$ cat config.mk
export PLATFORM = sky130hd
export DESIGN_NAME = axi_burst_write_master
export DESIGN_NICKNAME = d
export VERILOG_FILES = /design/src/rtl/axi_burst_write_master.sv
export SDC_FILE = /design/constraint.sdc
export NUM_CORES = 1
export LEC_CHECK = 0
export BUFFER_PORTS_ARGS = -buffer_cell sky130_fd_sc_hd__buf_2
export CORE_MARGIN = 2
export CORE_UTILIZATION = 50
export CTS_BUF_LIST = sky130_fd_sc_hd__clkbuf_8
export DETAILED_ROUTE_END_ITERATION = 10
export PLACE_DENSITY = 0.83
export SETUP_SLACK_MARGIN = 0.3
export SLEW_MARGIN = 15
export SYNTH_ARGS = -nofsm -noshare
export SYNTH_HDL_FRONTEND = slang
export SYNTH_SLANG_ARGS = --single-unit
$ cat constraint.sdc
create_clock -name ACLK -period 4.1 [get_ports ACLK]
set_input_delay 1.23 -clock ACLK [delete_from_list [all_inputs] [get_ports ACLK]]
set_output_delay 1.23 -clock ACLK [all_outputs]
set_load 0.01 [all_outputs]
$ cat src/rtl/axi_burst_write_master.sv
// Single-outstanding AXI write master: takes one local command, checks it, runs AW/W/B to completion
// and reports a one-cycle completion status (OKAY/EXOKAY/SLVERR/DECERR/BAD_CMD/BID_MISMATCH/TIMEOUT).
module axi_burst_write_master #(
   parameter int DATA_W      = 32,
   parameter int ADDR_W      = 32,
   parameter int ID_W        = 4,
   parameter int TIMEOUT_CYC = 256
) (
   input  logic              ACLK,
   input  logic              ARESETn,
   input  logic              cmd_valid,
   output logic              cmd_ready,
   input  logic [ADDR_W-1:0] cmd_addr,
   input  logic [3:0]        cmd_len,
   input  logic [2:0]        cmd_size,
   input  logic [1:0]        cmd_burst,
   input  logic [ID_W-1:0]   cmd_id,
   input  logic              wr_valid,
   output logic              wr_ready,
   input  logic [DATA_W-1:0] wr_data,
   output logic              done_valid,
   output logic [2:0]        done_status,
   output logic              busy,
   output logic [ID_W-1:0]   AWID,
   output logic [ADDR_W-1:0] AWADDR,
   output logic [3:0]        AWLEN,
   output logic [2:0]        AWSIZE,
   output logic [1:0]        AWBURST,
   output logic              AWVALID,
   input  logic              AWREADY,
   output logic [ID_W-1:0]   WID,
   output logic [DATA_W-1:0] WDATA,
   output logic [DATA_W/8-1:0] WSTRB,
   output logic              WLAST,
   output logic              WVALID,
   input  logic              WREADY,
   input  logic [ID_W-1:0]   BID,
   input  logic [1:0]        BRESP,
   input  logic              BVALID,
   output logic              BREADY
);

   localparam int NB     = DATA_W / 8;
   localparam int LANE_W = $clog2(NB);
   localparam int WD_W   = (TIMEOUT_CYC > 1) ? $clog2(TIMEOUT_CYC) : 1;
   localparam logic [WD_W-1:0] WD_LAST  = WD_W'((TIMEOUT_CYC > 0) ? TIMEOUT_CYC - 1 : 0);
   localparam logic [2:0]      MAX_SIZE = 3'($clog2(NB));

   localparam logic [1:0] BURST_FIXED = 2'b00;
   localparam logic [1:0] BURST_INCR  = 2'b01;
   localparam logic [1:0] BURST_WRAP  = 2'b10;
   localparam logic [1:0] BURST_RSVD  = 2'b11;

   typedef enum logic [2:0] {
      S_IDLE, S_CHECK, S_ADDR, S_DATA, S_RESP, S_DONE
   } state_t;

   state_t state_reg, state_next;

   logic [ADDR_W-1:0] addr_reg;
   logic [ADDR_W-1:0] beat_addr_reg;
   logic [3:0]        len_reg;
   logic [3:0]        beat_cnt_reg;
   logic [2:0]        size_reg;
   logic [1:0]        burst_reg;
   logic [ID_W-1:0]   id_reg;
   logic [WD_W-1:0]   wdog_reg;
   logic [2:0]        status_reg;

   // command legality
   logic [ADDR_W-1:0] bytes_a;
   logic [ADDR_W-1:0] align_mask;
   logic [12:0]       total13;
   logic              cross_4k;
   logic              size_bad;
   logic              wrap_len_bad;
   logic              wrap_unaligned;
   logic              cmd_bad;

   assign bytes_a        = ADDR_W'(1) << size_reg;
   assign align_mask     = ~(bytes_a - ADDR_W'(1));
   assign total13        = (13'(len_reg) + 13'd1) << size_reg;
   // the burst's last byte lands past the page when aligned_start + total_bytes exceeds 4096
   assign cross_4k       = ({1'b0, addr_reg[11:0] & align_mask[11:0]} + total13) > 13'd4096;
   assign size_bad       = size_reg > MAX_SIZE;
   assign wrap_len_bad   = !(len_reg inside {4'd1, 4'd3, 4'd7, 4'd15});
   assign wrap_unaligned = |(addr_reg & ~align_mask);
   assign cmd_bad        = (burst_reg == BURST_RSVD) || size_bad
                        || ((burst_reg == BURST_WRAP) && (wrap_len_bad || wrap_unaligned))
                        || ((burst_reg == BURST_INCR) && cross_4k);

   // next beat address
   logic [ADDR_W-1:0] wrap_bytes;
   logic [ADDR_W-1:0] wrap_mask;
   logic [ADDR_W-1:0] next_addr;

   assign wrap_bytes = bytes_a * (ADDR_W'(len_reg) + ADDR_W'(1));
   assign wrap_mask  = wrap_bytes - ADDR_W'(1);

   always_comb begin
      next_addr = beat_addr_reg;
      case (burst_reg)
         BURST_INCR: next_addr = (beat_addr_reg & align_mask) + bytes_a;
         BURST_WRAP: next_addr = (beat_addr_reg & ~wrap_mask)
                               | ((beat_addr_reg + bytes_a) & wrap_mask);
         default:    next_addr = beat_addr_reg;
      endcase
   end

   // byte strobes: lanes from the beat address up to the end of its size-aligned container
   logic [7:0]    bytes8;
   logic [7:0]    lane8;
   logic [7:0]    lane_al8;
   logic [7:0]    lane_end8;
   logic [NB-1:0] strb;

   assign bytes8    = 8'd1 << size_reg;
   assign lane8     = 8'(beat_addr_reg[LANE_W-1:0]);
   assign lane_al8  = lane8 & ~(bytes8 - 8'd1);
   assign lane_end8 = lane_al8 + bytes8;

   generate
      for (genvar gi = 0; gi < NB; gi++) begin : g_strb
         assign strb[gi] = (8'(gi) >= lane8) && (8'(gi) < lane_end8);
      end
   endgenerate

   logic last_beat;
   logic wd_expire;

   assign last_beat = (beat_cnt_reg == len_reg);
   assign wd_expire = (TIMEOUT_CYC != 0) && (wdog_reg == WD_LAST);

   // state register
   always_ff @(posedge ACLK or negedge ARESETn) begin
      if (!ARESETn) state_reg <= S_IDLE;
      else          state_reg <= state_next;
   end

   // next-state logic
   always_comb begin
      state_next = state_reg;
      case (state_reg)
         S_IDLE:  if (cmd_valid) state_next = S_CHECK;
         S_CHECK: state_next = cmd_bad ? S_DONE : S_ADDR;
         S_ADDR:  if (AWREADY) state_next = S_DATA;
         S_DATA:  if (wr_valid && WREADY && last_beat) state_next = S_RESP;
         S_RESP:  if (BVALID || wd_expire) state_next = S_DONE;
         S_DONE:  state_next = S_IDLE;
         default: state_next = S_IDLE;
      endcase
   end

   // command, beat tracking, watchdog and status
   always_ff @(posedge ACLK or negedge ARESETn) begin
      if (!ARESETn) begin
         addr_reg      <= '0;
         beat_addr_reg <= '0;
         len_reg       <= '0;
         beat_cnt_reg  <= '0;
         size_reg      <= '0;
         burst_reg     <= '0;
         id_reg        <= '0;
         wdog_reg      <= '0;
         status_reg    <= '0;
      end else begin
         wdog_reg <= (state_reg == S_RESP) ? wdog_reg + WD_W'(1) : '0;
         case (state_reg)
            S_IDLE: begin
               if (cmd_valid) begin
                  addr_reg      <= cmd_addr;
                  beat_addr_reg <= cmd_addr;
                  len_reg       <= cmd_len;
                  size_reg      <= cmd_size;
                  burst_reg     <= cmd_burst;
                  id_reg        <= cmd_id;
                  beat_cnt_reg  <= '0;
                  status_reg    <= 3'd0;
               end
            end
            S_CHECK: if (cmd_bad) status_reg <= 3'd4;
            S_DATA: begin
               if (wr_valid && WREADY) begin
                  beat_cnt_reg  <= beat_cnt_reg + 4'd1;
                  beat_addr_reg <= next_addr;
               end
            end
            S_RESP: begin
               // a response arriving on the expiry cycle still takes precedence
               if (BVALID)         status_reg <= (BID != id_reg) ? 3'd5 : {1'b0, BRESP};
               else if (wd_expire) status_reg <= 3'd6;
            end
            default: ;
         endcase
      end
   end

   assign AWID        = id_reg;
   assign AWADDR      = addr_reg;
   assign AWLEN       = len_reg;
   assign AWSIZE      = size_reg;
   assign AWBURST     = burst_reg;
   assign WID         = id_reg;
   assign done_status = status_reg;

   // outputs
   always_comb begin
      cmd_ready  = 1'b0;
      busy       = 1'b1;
      AWVALID    = 1'b0;
      wr_ready   = 1'b0;
      WVALID     = 1'b0;
      WDATA      = '0;
      WSTRB      = '0;
      WLAST      = 1'b0;
      BREADY     = 1'b0;
      done_valid = 1'b0;
      case (state_reg)
         S_IDLE: begin
            cmd_ready = 1'b1;
            BREADY    = 1'b1;
            busy      = 1'b0;
         end
         S_ADDR: AWVALID = 1'b1;
         S_DATA: begin
            wr_ready = WREADY;
            WVALID   = wr_valid;
            WDATA    = wr_data;
            WSTRB    = strb;
            WLAST    = last_beat;
         end
         S_RESP:  BREADY = 1'b1;
         S_DONE:  done_valid = 1'b1;
         default: ;
      endcase
   end

endmodule
==> results of run 1 <==
## stage by stage
step | total power, uW | hold WS [ns]
3_5_place_dp | 3750 | 0.442
6_report | 4990 | 0.470
5_1_grt | 5330 | 0.507
3_3_place_gp | 3720 | 0.443
2_1_floorplan | 2930 | 0.425
4_1_cts | 4620 | 0.460
## layout make-up
type | instances | area share
timing repair buffer | 211 | 0.188
multi-input combinational | 430 | 0.459
clock inverter | 7 | 0.0238
clock buffer | 9 | 0.0207
sequential | 65 | 0.272
tap | 108 | 0.0225
inverter | 22 | 0.0144
## worst max-delay path by stage
stage	slack [ns]	endpoint	from
detailed placement	0.14	done_status[1]	AWLEN[0]
CTS	0.30	done_status[1]	AWLEN[0]
floorplan	0.46	done_status[1]	AWSIZE[0]
global placement	0.25	done_status[1]	AWLEN[0]
global route	0.23	done_status[1]	AWLEN[0]
finish	0.43	done_status[1]	AWLEN[0]
## synth_stat cells, types with 3 or more instances
cell,instances,area share
a211oi_1,3,0.0051
xor2_1,10,0.020
buf_4,4,0.0069
o22ai_1,4,0.0057
a21oi_1,17,0.019
and2_1,44,0.063
nor3_1,7,0.0080
nor2b_1,3,0.0043
dfrtp_1,65,0.37
inv_1,22,0.019
a31oi_1,3,0.0043
nor2_1,47,0.040
a21o_1,3,0.0051
nor4_1,3,0.0043
and3_1,7,0.010
o21ai_0,22,0.025
nand3_1,15,0.017
buf_1,3,0.0026
o211ai_1,8,0.014
clkbuf_1,24,0.021
nand2_1,140,0.12
ha_1,25,0.071
nand2b_1,9,0.013
or3_1,3,0.0043
xnor2_1,15,0.030
nand4_1,3,0.0043
## timing repair
| item | 4_1_cts | 5_1_grt |
|---|---|---|
| endpoints found under the setup margin | 6 | 9 |
| pin swaps | 5 | 18 |
| hold endpoints to repair | 0 | 0 |
| buffers inserted | 4 | 12 |
| gates resized for setup | 16 | 32 |
| gates cloned | 0 | 0 |
## per-layer routing
metal  up-vias  wire [um]  track usage  share of wire
met4         0        243       0.0780          0.017
met5         -          0            0              0
met3        19        777       0.0612          0.055
met2       158       7090        0.493           0.50
li1       2206          -            -              -
met1      2218       6050        0.371           0.43
## power breakdown
group,switching [uW],total [uW],internal [uW]
sequential,302,1200,902
clock,276,743,467
combinational,1720,3040,1320
## cell families (layout without fill, tap and decap cells)
logic type / count (synthesis) / in the layout / synth area share
AOI/OAI and AO/OA: 86 / 86 / 0.138
adders and majority gates: 27 / 27 / 0.0805
muxes: 5 / 5 / 0.0123
xor gates and xnor gates: 25 / 25 / 0.0500
DFF: 65 / 65 / 0.371
buffers and inverters: 54 / 249 / 0.0500
and+or+nand+nor: 287 / 287 / 0.298
==> metrics.md, run 1 <==
| Metric | Value |
|---|---|
| CP Max Fanout | `7` |
| Clock root buffer | `clkbuf_8` |
| Fin area | `0.00599 sq mm` |
| Most frequent cells in the layout | `buf_2, nand2_1, dfrtp_1` |
| GRT overflow | `0` |
| Drt initial violations | `171` |
| Register area share after synthesis | `0.371` |
| CTS Buf Count | `9` |
| Clock Tree Buf Depth | `2` |
| Core area | `0.00859 sq mm` |
| Clk slew on worst S/H paths | `about 0.080 ns` |
| H-tree depth | `3` |
| First drt pass iteration count | `4` |
| Share of layout cells above drive strength 1 | `0.371` |
| Antenna Violating Nets Remaining | `0` |
| Worst-case reg-to-reg path depth | `15` |
| Final setup TNS | `0 ns` |
| Port Buffer Count | `roughly 190` |
| Ant. Diodes | `0` |
| DRC viols | `0` |
| Yosys reg bits | `65` |
| Layout Utilization | `0.697` |
| Non-Filler Instances | `852` |
| Arrival @ worst endpoint | `3.92 ns` |
| Initial antenna violation count | `0` |
| Delay-heaviest family, CP | `compound AO/OA/AOI/OAI gates` |
| Reg area | `0.00163 sq mm` |
| Avg WL per Cell | `between 15 and 20 um` |
| DIE WIDTH | `97.6 um` |
| Levels on crit path | `15` |
| Layout area overhead | `36.8%` |
| Vias in the first global route | `between 4000 and 5000` |
| CP bufs+invs | `0` |
| Worst Slack Setup Final | `0.425 ns` |
| Critical path, cell by cell | `ha_4 > xnor2_2 > mux2_2 > nor2_2 > nor2_1 > o21ai_1 > ha_2 > a21o_1 > a221oi_4 > o21a_1 > o2bb2ai_1 > nor4_2 > a31oi_2 > o21ai_2 > mux2_1` |
| Worst-Margin Slew | `0.993 ns` |
| Detailed Place HPWL | `~10000 um` |
| Hold buffers post-CTS | `0` |
| Total GRT Usage | `0.288` |
| Net count after synthesis | `666` |
| Slew HR | `0.338` |
| Placed Instances | `about 800` |
| Final setup viols | `0` |
| Worst clock skew | `roughly 0.012 ns` |
| Worst reg2reg path startpoint | `AWLEN[0]` |
| Worst r2r dst | `done_status[1]` |
| Top_reg_cell synth | `dfrtp_1` |
| Sink Count | `65` |
| Initial Util | `0.510` |
| Post-layout minimum cycle time | `3.67 ns` |
| Fmax | `272 MHz` |
| Crit-path slowest cell | `dfrtp_2` |
| Cell area after synthesis | `0.00438 sq mm` |
| Post-synth ARST share | `1.00` |
| Filler cells | `692` |
| Routability Congestion | `0.940` |
| Min-delay worst type | `reg2reg` |
| RSZ-0062 raised after global routing | `true` |
| Pleak | `about 0.0032 uW` |
| Max FFs per register | `32` |
| Outcome | `complete, no violations` |
| Number of flops mapped to enable cells by yosys | `0` |
| Synth Area per Inst | `between 7 and 8 sq um` |
| Final WL | `14200 um` |
| Slew Viols, Final | `0` |
| Kind of critical path | `reg2reg` |
| Flop-to-flop setup slack | `0.43 ns` |
| First-pass GRT wire length | `22100 um` |
| Cell Pwr Density | `about 830 mW/mm^2` |
| Routed vias/inst | `5.40` |
| DP Worst Slack | `0.142 ns` |
| Startpoint Class | `flop` |
| Max-cap violations | `0` |
| Post-Synthesis Cells | `549` |
| Post-Place Cell Area | `0.00539 sq mm` |
| Hold path depth | `1` |
| Fin crit share | `0.896` |
| Final Hold Fails | `0` |
| Clk_lat worst skew | `0.35 ns` |
| # rows | `34` |
| Yosys synthesis warning count | `0` |
| Post-synth cell types | `56` |
| CTS tree | `done` |
| Peak supply drop | `0.463 mV` |
| Most common cell after layout, fill and taps aside | `buf_2` |
| Req. time, crit path | `4.34 ns` |
| Worst setup EP type | `flop` |
| Via count | `~4600` |
| Hold_sp | `wdog_reg[0]` |
| Hold EP | `wdog_reg[0]` |
| Largest net degree at the start of global routing | `56` |
| Die Y | `97.6 um` |
| Die ar. | `0.00953 sq mm` |
| Area of the multi-input gates | `approximately 0.0028 sq mm` |
| Delay of the slowest cell on the worst path | `between 0.4 and 0.5 ns` |
| Io pins | `186` |
| Nets | `856` |
(Power assumes the default switching activity.)
==> run 2, diff against run 1 <==
==> constraint.sdc (replaced) <==
create_clock -name ACLK -period 4.1 [get_ports ACLK]
set_input_delay 1.23 -clock ACLK [delete_from_list [all_inputs] [get_ports ACLK]]
set_output_delay 1.23 -clock ACLK [all_outputs]
set_load 0.05 [all_outputs]
==> metrics.md, run 2 (synthesis results as in run 1) <==
| Metric | Value |
|---|---|
| Worst r2r dst | `done_status[1]` |
| Design Power | `5840 uW (+17%)` |
| Min-delay worst type | `reg2reg` |
| Largest net degree at the start of global routing | `56 (unchanged)` |
| Cell Pwr Density | `975 mW/mm^2 (+17%)` |
| Drt initial violations | `319 (+87%)` |
| Hold path depth | `1 (unchanged)` |
| Most frequent cells in the layout | `buf_2, nand2_1, dfrtp_1` |
| Worst reg2reg path startpoint | `AWLEN[1]` |
| DRC viols | `0 (unchanged)` |
| Sink Count | `65 (unchanged)` |
| Routability Congestion | `0.848 (-9.8%)` |
| Max-cap violations | `0 (unchanged)` |
| Flop-to-flop setup slack | `0.37 ns (-0.05 ns)` |
| Peak supply drop | `0.580 mV (+25%)` |
| Hold EP | `wdog_reg[0]` |
| Layout area overhead | `36.8% (about the same)` |
| Comb power frac | `0.696 (+0.086)` |
| Clock Tree Buf Depth | `2 (unchanged)` |
| First drt pass iteration count | `7 (+3)` |
| Io pins | `186 (unchanged)` |
| Post-Place Cell Area | `0.00541 sq mm (+0.35%)` |
| H-tree depth | `3 (unchanged)` |
| Total net switching power | `3270 uW (+42%)` |
| Fin area | `0.00599 sq mm (about the same)` |
| Internal | `2570 uW (-4.4%)` |
| DIE WIDTH | `97.6 um (unchanged)` |
| Clk slew on worst S/H paths | `0.08 ns (about the same)` |
| Max FFs per register | `32 (unchanged)` |
| Slew HR | `0.352 (+0.0134)` |
| Clk_lat worst skew | `0.33 ns (-0.02 ns)` |
| Port Buffer Count | `185 (unchanged)` |
| Seq pwr share | `0.206 (-0.035)` |
| Clock root buffer | `clkbuf_8` |
| Post-layout minimum cycle time | `3.73 ns (+0.0507 ns)` |
| Slew Viols, Final | `0 (unchanged)` |
| Die Y | `97.6 um (unchanged)` |
| Hold buffers post-CTS | `0 (unchanged)` |
| Detailed Place HPWL | `9740 um (-7.2%)` |
| Core area | `0.00859 sq mm (unchanged)` |
| RSZ-0062 raised after global routing | `true` |
| Initial antenna violation count | `0 (unchanged)` |
| Worst clock skew | `0.00407 ns (-0.00798 ns)` |
| Avg WL per Cell | `15.5 um (-6.8%)` |
| Outcome | `complete, no violations` |
| CTS tree | `done` |
| # rows | `34 (unchanged)` |
| Final WL | `13200 um (-6.6%)` |
| Final setup viols | `0 (unchanged)` |
| Req. time, crit path | `4.32 ns (-0.02 ns)` |
| Clock share of power | `0.098 (-0.051)` |
| CP Max Fanout | `7 (unchanged)` |
| Routed vias/inst | `5.38 (-0.41%)` |
| Worst setup EP type | `flop` |
| Fin crit share | `0.909 (+0.0124)` |
| Antenna Violating Nets Remaining | `0 (unchanged)` |
| Nets | `858 (+0.23%)` |
| Arrival @ worst endpoint | `3.94 ns (+0.02 ns)` |
| Fmax | `268 MHz (-1.4%)` |
| Vias in the first global route | `4403 (-2.5%)` |
| Pleak | `0.00316 uW (-0.71%)` |
| CTS Buf Count | `9 (unchanged)` |
| Layout Utilization | `0.697 (about the same)` |
| Ant. Diodes | `0 (unchanged)` |
| Worst-case reg-to-reg path depth | `15 (unchanged)` |
| First-pass GRT wire length | `20800 um (-5.9%)` |
| GRT overflow | `0 (unchanged)` |
| Kind of critical path | `reg2reg` |
| Most common cell after layout, fill and taps aside | `buf_2` |
| Startpoint Class | `flop` |
| Worst-Margin Slew | `0.973 ns (-0.0200 ns)` |
| Total GRT Usage | `0.268 (-0.0204)` |
| Sw frac | `0.560 (+0.0989)` |
| Via count | `4593 (-0.17%)` |
| Hold_sp | `wdog_reg[0]` |
| Initial Util | `0.510 (unchanged)` |
| Share of layout cells above drive strength 1 | `0.373 (+0.00169)` |
| Critical Path Start | `AWLEN[1]` |
| Final Hold Fails | `0 (unchanged)` |
| Die ar. | `0.00953 sq mm (unchanged)` |
| Final setup TNS | `0 ns (unchanged)` |
run 2: cell count changes in the layout (fill, tap and decap cells not counted), sizes merged:
| cell | before | now |
|---|---|---|
| clkinvlp | 1 | 2 |
| clkbuf | 9 | 11 |
| bufinv | 4 | 1 |
| inv | 21 | 22 |
| buf | 211 | 213 |
| clkinv | 3 | 2 |
run 2: worst max-delay path: stages (launching register included):
cell	delay, ns
dfrtp_1	0.43
ha_2	0.22
xnor2_1	0.29
mux2_2	0.24
o22ai_2	0.08
nand2_1	0.07
o31ai_1	0.07
ha_2	0.46
buf_4	0.16
a211oi_4	0.06
a2111oi_4	0.34
o211ai_1	0.15
nor4_2	0.27
a31oi_2	0.19
o21ai_2	0.21
mux2_1	0.35
run 2: worst max path at each step:
| stage | to | slack, ns | depth (start not counted) |
|---|---|---|---|
| 2_1_floorplan | WSTRB[3] | 0.30 | 10 |
| 3_3_place_gp | WSTRB[2] | 0.26 | 11 |
| 3_5_place_dp | WSTRB[2] | -0.004 | 11 |
| 4_1_cts | WSTRB[2] | 0.30 | 12 |
| 5_1_grt | done_status[1] | 0.17 | 14 |
| 6_report | done_status[1] | 0.37 | 15 |
run 2: cell type report:
| type | count | area [sq um] |
|---|---|---|
| clock inverters | 5 | 55.1 |
| repair buffers | 213 | 1160 |
| well taps | 108 | 135 |
| clock buffers | 11 | 151 |
| multi-input cells | 430 | 2770 |
| flip-flops and latches | 65 | 1630 |
| inverters | 22 | 88.8 |
| fillers | 693 | 2600 |
run 2: per-layer routing:
metal,GRT usage,vias up,wire length [um]
met3,0.0597,24,981
met1,0.338,2162,5440
met4,0.0759,0,268
li1,-,2199,-
met2,0.462,208,6540
met5,0,-,0
run 2: timing repair:
| item | 4_1_cts | 5_1_grt |
|---|---|---|
| endpoints found under the setup margin | 4 | 9 |
| setup buffers | 6 | 15 |
| cloned | 0 | 0 |
| gates resized for setup | 18 | 30 |
| pin swaps | 7 | 17 |
| endpoints found under the hold margin | 0 | 0 |
run 2: stage by stage:
stage / hold slack, ns / cells / setup slack [ns]
global placement: 0.441 / 817 / 0.256
detailed placement: 0.450 / 817 / -0.00352
finish: 0.466 / 854 / 0.375
floorplan: 0.425 / 549 / 0.303
global route: 0.476 / 854 / 0.169
CTS: 0.461 / 839 / 0.304
run 2: power by group through the flow:
stage / combinational [uW] / sequential, uW / clock (uW)
after floorplan: 2030 / 1880 / 0
after global placement: 3480 / 1200 / 0
after detailed placement: 3520 / 1200 / 0
after CTS: 3640 / 1200 / 578
after global routing: 4340 / 1240 / 611
final: 4060 / 1210 / 572
